--- src/rtl/button_event_reader.sv ---
// ---------------------------------------------------------------------------
// button_event_reader
//
// Turns a word of per-button capture bits into a stream of button-index
// events. A nonzero capture word is snapshotted. Each snapshot bit is then
// scanned in ascending order, one bit per cycle. For every set bit the index
// is pushed into an event FIFO, and the matching capture bit is cleared with
// a single clr strobe. After the strobe, the block waits briefly for the
// cleared bits to drop before it takes another snapshot.
//
// Ports
//   clk, rst_n  : rising-edge clock, asynchronous active-low reset
//   data        : capture word; only bits [NUM_BUTTONS-1:0] are looked at
//   clr         : per-button capture-clear strobe (one cycle, in CLEAR only)
//   evt_valid   : FIFO head holds an event
//   evt_ready   : consumer takes the head event
//   evt_code    : button index of the head event (0 when the FIFO is empty)
//   overflow    : sticky, set when an event was dropped on a full FIFO
//   ovf_clr     : clears overflow on the next edge (a same-cycle drop wins)
//   busy        : FSM is anywhere but IDLE
//   fifo_count  : number of events held in the FIFO
// ---------------------------------------------------------------------------
module button_event_reader #(
  parameter int NUM_BUTTONS = 8,
  parameter int DATA_WIDTH  = 32,
  parameter int FIFO_DEPTH  = 8
) (
  input  logic                                                     clk,
  input  logic                                                     rst_n,
  input  logic [DATA_WIDTH-1:0]                                    data,
  output logic [NUM_BUTTONS-1:0]                                   clr,
  output logic                                                     evt_valid,
  input  logic                                                     evt_ready,
  output logic [((NUM_BUTTONS > 1) ? $clog2(NUM_BUTTONS) : 1)-1:0] evt_code,
  output logic                                                     overflow,
  input  logic                                                     ovf_clr,
  output logic                                                     busy,
  output logic [$clog2(FIFO_DEPTH):0]                              fifo_count
);

  localparam int CODE_W = (NUM_BUTTONS > 1) ? $clog2(NUM_BUTTONS) : 1;
  localparam int PTR_W  = $clog2(FIFO_DEPTH);
  localparam int CNT_W  = PTR_W + 1;

  localparam logic [CODE_W-1:0] LAST_IDX   = CODE_W'(NUM_BUTTONS - 1);
  localparam logic [CNT_W-1:0]  FULL_COUNT = CNT_W'(FIFO_DEPTH);
  localparam logic [1:0]        WAIT_LAST  = 2'd3;

  typedef enum logic [1:0] {
    IDLE,
    SCAN,
    CLEAR,
    WAIT_DROP
  } state_t;

  state_t state, state_next;

  logic [NUM_BUTTONS-1:0] buttons;
  logic [NUM_BUTTONS-1:0] snap;
  logic [NUM_BUTTONS-1:0] done;
  logic [CODE_W-1:0]      idx;
  logic [1:0]             wait_cnt;

  logic [CODE_W-1:0]      mem [FIFO_DEPTH];
  logic [PTR_W-1:0]       wr_ptr;
  logic [PTR_W-1:0]       rd_ptr;
  logic [CNT_W-1:0]       count;

  logic push_req;
  logic fifo_full;
  logic pop;
  logic push;
  logic drop;

  // The upper capture bits are ignored. They are still folded into a
  // throw-away net so the whole port is visibly consumed.
  logic unused_data;

  assign buttons     = data[NUM_BUTTONS-1:0];
  assign unused_data = ^data;

  // State register. Reset forces IDLE immediately, which also kills any clr
  // strobe, because clr is decoded only from the CLEAR state.
  always_ff @(posedge clk or negedge rst_n) begin
    if (!rst_n) begin
      state <= IDLE;
    end else begin
      state <= state_next;
    end
  end

  // Next-state and state-decoded outputs. A scan event is requested whenever
  // the snapshot bit under idx is set. WAIT_DROP gives up after its fourth
  // cycle, so a stuck capture bit cannot hang the reader.
  always_comb begin
    state_next = state;
    clr        = '0;
    busy       = 1'b1;
    push_req   = 1'b0;
    case (state)
      IDLE: begin
        busy = 1'b0;
        if (buttons != '0) begin
          state_next = SCAN;
        end
      end
      SCAN: begin
        push_req = snap[idx];
        if (idx == LAST_IDX) begin
          state_next = CLEAR;
        end
      end
      CLEAR: begin
        clr        = done;
        state_next = WAIT_DROP;
      end
      WAIT_DROP: begin
        if (((buttons & done) == '0) || (wait_cnt == WAIT_LAST)) begin
          state_next = IDLE;
        end
      end
      default: begin
        state_next = IDLE;
      end
    endcase
  end

  // Scan bookkeeping. done records which bits were handled in this pass,
  // including events dropped on a full FIFO. This lets CLEAR release every
  // bit that was seen. Bits that arrive after the snapshot are never in
  // done, so they survive the clear and are picked up by the next snapshot.
  always_ff @(posedge clk or negedge rst_n) begin
    if (!rst_n) begin
      snap     <= '0;
      done     <= '0;
      idx      <= '0;
      wait_cnt <= '0;
    end else begin
      case (state)
        IDLE: begin
          if (buttons != '0) begin
            snap <= buttons;
            done <= '0;
            idx  <= '0;
          end
        end
        SCAN: begin
          if (snap[idx]) begin
            done[idx] <= 1'b1;
          end
          if (idx != LAST_IDX) begin
            idx <= idx + CODE_W'(1);
          end
          wait_cnt <= '0;
        end
        CLEAR: begin
          wait_cnt <= '0;
        end
        WAIT_DROP: begin
          wait_cnt <= wait_cnt + 2'd1;
          if (state_next == IDLE) begin
            done <= '0;
          end
        end
        default: begin
        end
      endcase
    end
  end

  // FIFO handshake. A pop in the same cycle frees the slot, so a push into
  // a full FIFO is accepted in that case. When the FIFO is empty there is no
  // valid head, so evt_ready has no effect there.
  assign fifo_full  = (count == FULL_COUNT);
  assign evt_valid  = (count != '0);
  assign pop        = evt_valid && evt_ready;
  assign push       = push_req && (!fifo_full || pop);
  assign drop       = push_req && fifo_full && !pop;
  assign evt_code   = evt_valid ? mem[rd_ptr] : '0;
  assign fifo_count = count;

  // Event storage. The storage has no reset; the head is masked to zero
  // whenever the count says the FIFO is empty.
  always_ff @(posedge clk) begin
    if (push) begin
      mem[wr_ptr] <= idx;
    end
  end

  // Pointers wrap naturally because the depth is a power of two. The count
  // carries one extra bit so that it can represent a full FIFO.
  always_ff @(posedge clk or negedge rst_n) begin
    if (!rst_n) begin
      wr_ptr <= '0;
      rd_ptr <= '0;
      count  <= '0;
    end else begin
      if (push) begin
        wr_ptr <= wr_ptr + PTR_W'(1);
      end
      if (pop) begin
        rd_ptr <= rd_ptr + PTR_W'(1);
      end
      case ({push, pop})
        2'b10:   count <= count + CNT_W'(1);
        2'b01:   count <= count - CNT_W'(1);
        default: count <= count;
      endcase
    end
  end

  // Sticky overflow. A drop takes priority over a clear request in the same
  // cycle, so that a loss is never hidden.
  always_ff @(posedge clk or negedge rst_n) begin
    if (!rst_n) begin
      overflow <= 1'b0;
    end else if (drop) begin
      overflow <= 1'b1;
    end else if (ovf_clr) begin
      overflow <= 1'b0;
    end
  end

endmodule

--- config.mk ---
export PLATFORM = sky130hd
export DESIGN_NAME = button_event_reader
export DESIGN_NICKNAME = d
export VERILOG_FILES = /design/src/rtl/button_event_reader.sv
export SDC_FILE = /design/constraint.sdc
export NUM_CORES = 1
export LEC_CHECK = 0
export ABC_AREA = 0
export BUFFER_PORTS_ARGS = -buffer_cell sky130_fd_sc_hd__buf_2
export CELL_PAD_IN_SITES_DETAIL_PLACEMENT = 1
export CELL_PAD_IN_SITES_GLOBAL_PLACEMENT = 2
export CORE_MARGIN = 2
export CORE_UTILIZATION = 35
export CTS_BUF_LIST = sky130_fd_sc_hd__clkbuf_4
export CTS_CLUSTER_SIZE = 24
export DETAILED_ROUTE_END_ITERATION = 8
export GPL_ROUTABILITY_DRIVEN = 1
export PLACE_DENSITY = 0.8
export RECOVER_POWER = 100
export SLEW_MARGIN = 20
export SYNTH_ARGS = -nofsm -noshare
export SYNTH_HDL_FRONTEND = slang
export SYNTH_SLANG_ARGS = --single-unit
--- constraint.sdc ---
create_clock -name clk -period 2.8 [get_ports clk]
set_input_delay 0.7 -clock clk [delete_from_list [all_inputs] [get_ports clk]]
set_output_delay 0.7 -clock clk [all_outputs]
set_load 0.02 [all_outputs]
==> flow_metrics.env <==
export IMPL_postCtsSetupBuffers=0
export IMPL_antenna_found_initial=0
export IMPL_drt_initial_drc_count=72
export IMPL_hold_viol_final=0
export IMPL_setup_violations=0
export IMPL_synth_top_area_share_pct=29.5
export IMPL_grt_max_degree=35
export IMPL_slew_headroom_pct=-29.6
export IMPL_reg2reg_to="fifo_count[3]$_DFFE_PN0P_"
export IMPL_finalCritPeriodShare_pct=94.8
export IMPL_rr_worst_depth=11
export IMPL_post_route_util_pct=40.8
export IMPL_routabilityCongestion=0.767
export IMPL_ant_nets=0
export IMPL_power_density_nw_per_um2=1160
export IMPL_holdPathStages=1
export IMPL_rsz0062_at_grt="no"
export IMPL_nNetsFinal=316
export IMPL_seqCellArea_um2=1580
export IMPL_min_from="snap[3]$_DFFE_PN0P_"
export IMPL_avgSynthCellArea_um2=12.9
export IMPL_dp_cells=366
export IMPL_num_antenna_cells=0
export IMPL_viasPerCell=5.09
export IMPL_slew_viol_final=35
export IMPL_p_leak_nw=1.34
export IMPL_async_flop_share_pct=58.6
export IMPL_cp_slowest_cell="or4b_1"
export IMPL_power_mw=3.82
export IMPL_drive_above_1_share_pct=26.0
export IMPL_cts_hold_buf=0
export IMPL_maxCapViolCount=1
export IMPL_hold_path_class="flip-flop to flip-flop"
export IMPL_worst_pin_slew_ns=1.94
export IMPL_cp_end_kind="flip-flop"
export IMPL_die_h_um=94.7
export IMPL_crit_type="flip-flop to flip-flop"
export IMPL_synthesis_area_um2=2880
export IMPL_critPathArrivalTime_ns=2.95
export IMPL_port_buffers=29
export IMPL_die_x_um=94.7
export IMPL_grt_pass1_wl_mm=10.3
export IMPL_required_ns=3.10
export IMPL_syn_to_final_growth_pct=14.7
export IMPL_clockBufferDepth=2
export IMPL_cts_root_buffer="clkbuf_4"
export IMPL_clock_sinks=58
export IMPL_coreArea_um2=8090
export IMPL_dp_hpwl_mm=4.57
export IMPL_cp_num_buf_inv=1
export IMPL_ys_warn_count=0
export IMPL_cts_inserted_buffers=9
export IMPL_die_area_um2=8970
export IMPL_finalWirelength_mm=6.16
export IMPL_num_fill_cells=931
export IMPL_syn_inst=223
export IMPL_cts_tree="built"
export IMPL_synth_area_top_cells="dfrtp_1 (30%), edfxtp_1 (25%), mux4_2 (4.7%)"
export IMPL_route_vias_total=1943
export IMPL_clkSlewWorstSetupHoldPaths_ns=0.10
export IMPL_ios=54
export IMPL_ir_drop_v=0.000355
export IMPL_synth_nets=267
export IMPL_avgRoutedWirePerCell_um=16.1
export IMPL_ys_seq_area_share_pct=54.6
export IMPL_yosysTopAreaCell="dfrtp_1"
export IMPL_ys_seq_elements=58
export IMPL_cp_top_family="compound AO/OA/AOI/OAI gates"
export IMPL_grt_pass1_vias=2040
export IMPL_crit_chain="mux2i_1 -> o22ai_2 -> o21ai_2 -> nand2_2 -> inv_1 -> ha_1 -> a21o_1 -> a211oi_2 -> or4b_1 -> o311a_1 -> o311ai_1"
export IMPL_final_cell_count_no_fill=382
export IMPL_place_ws_ns=-0.0377
export IMPL_max_stage_delay_ns=0.47
export IMPL_hold_ws_ns=0.499
export IMPL_multiInputGateArea_um2=1180
export IMPL_regToRegSetupSlack_ns=0.15
export IMPL_finalCriticalPeriod_ns=2.65
export IMPL_skew_ns=0.0101
export IMPL_synth_main_ff_cell="dfrtp_1"
export IMPL_max_freq_ghz=0.377
export IMPL_drc=0
export IMPL_drtPass1Iterations=4
export IMPL_r2r_start="idx[1]$_DFFE_PN0P_"
export IMPL_start_util_pct=35.6
export IMPL_htree_levels=3
export IMPL_grt_overflow=0
export IMPL_start_kind="flip-flop"
export IMPL_violations="max-capacitance violations, max-slew violations"
export IMPL_crit_fanout=6
export IMPL_holdPathEnd="snap[3]$_DFFE_PN0P_"
export IMPL_rows=33
export IMPL_setup_ws_ns=0.146
export IMPL_synth_edf_count=24
export IMPL_grt_total_usage_pct=15.6
export IMPL_insertion_delay_ns=0.40
export IMPL_status="complete, but fails checks"
export IMPL_synth_distinct_cells=52
## flip-flops by register name (all words and copies together) (netlist names)
signal / flops
done: 8
fifo_count: 4
idx: 3
mem: 24
overflow: 1
rd_ptr: 3
snap: 8
state: 2
wait_cnt: 2
wr_ptr: 3
## metrics by stage
stage	setup TNS [ns]	cell area (µm²)
2_1_floorplan	0	2880
3_3_place_gp	0	3250
4_1_cts	0	3360
6_report	0	3300
5_1_grt	0	3300
3_5_place_dp	-0.0377	3250
## cell families (layout without fill, tap and decap cells)
group / after synthesis / in the layout / synth area share (%)
and+or+nand+nor: 68 / 68 / 12.9
DFF: 58 / 58 / 54.6
AOI/OAI and AO/OA: 37 / 37 / 11.4
muxes: 24 / 24 / 11.8
buffers and inverters: 21 / 75 / 3.52
adders and majority gates: 8 / 8 / 3.74
xor gates and xnor gates: 7 / 7 / 2.13
## where the power goes
group / internal (mW) / switching (mW) / leakage, nW
clock network: 0.184 / 0.308 / 0.0596
registers: 1.23 / 0.279 / 0.635
logic: 0.855 / 0.971 / 0.644
## cells in the mapped netlist (all sizes together), types with 4 or more instances
cell type / instances
dfrtp: 34
edfxtp: 24
nand2: 17
nor2: 17
buf: 10
and2: 9
inv: 9
mux2: 9
mux2i: 9
a22o: 7
ha: 7
mux4: 6
xnor2: 6
nand3: 5
a22oi: 4
nor3: 4
o2bb2ai: 4
## worst max-delay path by stage
stage / depth (start not counted) / slack (ns) / endpoint / from
final: 11 / 0.15 / fifo_count[3]$_DFFE_PN0P_ / idx[1]$_DFFE_PN0P_
after global routing: 6 / 0.009 / mem[0][2]$_DFFE_PP_ / fifo_count[0]$_DFFE_PN0P_
after CTS: 11 / 0.01 / fifo_count[3]$_DFFE_PN0P_ / idx[1]$_DFFE_PN0P_
after detailed placement: 11 / -0.04 / fifo_count[3]$_DFFE_PN0P_ / idx[1]$_DFFE_PN0P_
after global placement: 11 / 0.07 / fifo_count[3]$_DFFE_PN0P_ / idx[1]$_DFFE_PN0P_
after floorplan: 12 / 0.04 / fifo_count[3]$_DFFE_PN0P_ / idx[0]$_DFFE_PN0P_
## layout by cell type, fill, tap and decap left out, types with 4 or more instances in the layout
master,count
dfrtp_1,31
nor2_1,16
edfxtp_1,24
clkbuf_4,10
xnor2_1,6
buf_2,18
and2_0,9
clkbuf_1,14
inv_1,9
nor3_1,4
mux2i_1,8
ha_1,7
mux4_2,6
mux2_1,8
a22oi_1,4
a22o_1,7
nand2_1,16
o2bb2ai_1,4
buf_4,16
nand3_1,5
## worst reg2reg max path, delay by kind of cell (launching register included)
kind | cells | cell delay, ns
AO/OA/AOI/OAI | 6 | 0.99
flip-flops | 1 | 0.46
AND/OR/NAND/NOR | 2 | 0.56
buffers and inverters | 1 | 0.09
multiplexers | 1 | 0.25
adder cells (fa/ha/maj) | 1 | 0.23
## what timing repair did
item,4_1_cts,5_1_grt
pin swaps,0,2
setup endpoints to repair,1,3
gates resized for setup,2,4
## final cells by class
type                       count  area share [%]
clock buffer                  10            2.27
clock inverter                 6            1.02
inverter                       9            1.02
multi-input combinational    144            35.8
sequential                    58            47.7
tap                          105            3.98
timing repair buffer          50            8.26
## per-layer routing
layer / share of wire (%) / vias to the layer above / track usage, % / routed length, µm
li1: - / 930 / - / -
met2: 49 / 31 / 25.7 / 3020
met4: 0.99 / 0 / 4.71 / 61
met1: 46 / 975 / 19.9 / 2850
met5: 0 / - / 0 / 0
met3: 3.6 / 7 / 4.79 / 223
(Power assumes the default switching activity.)
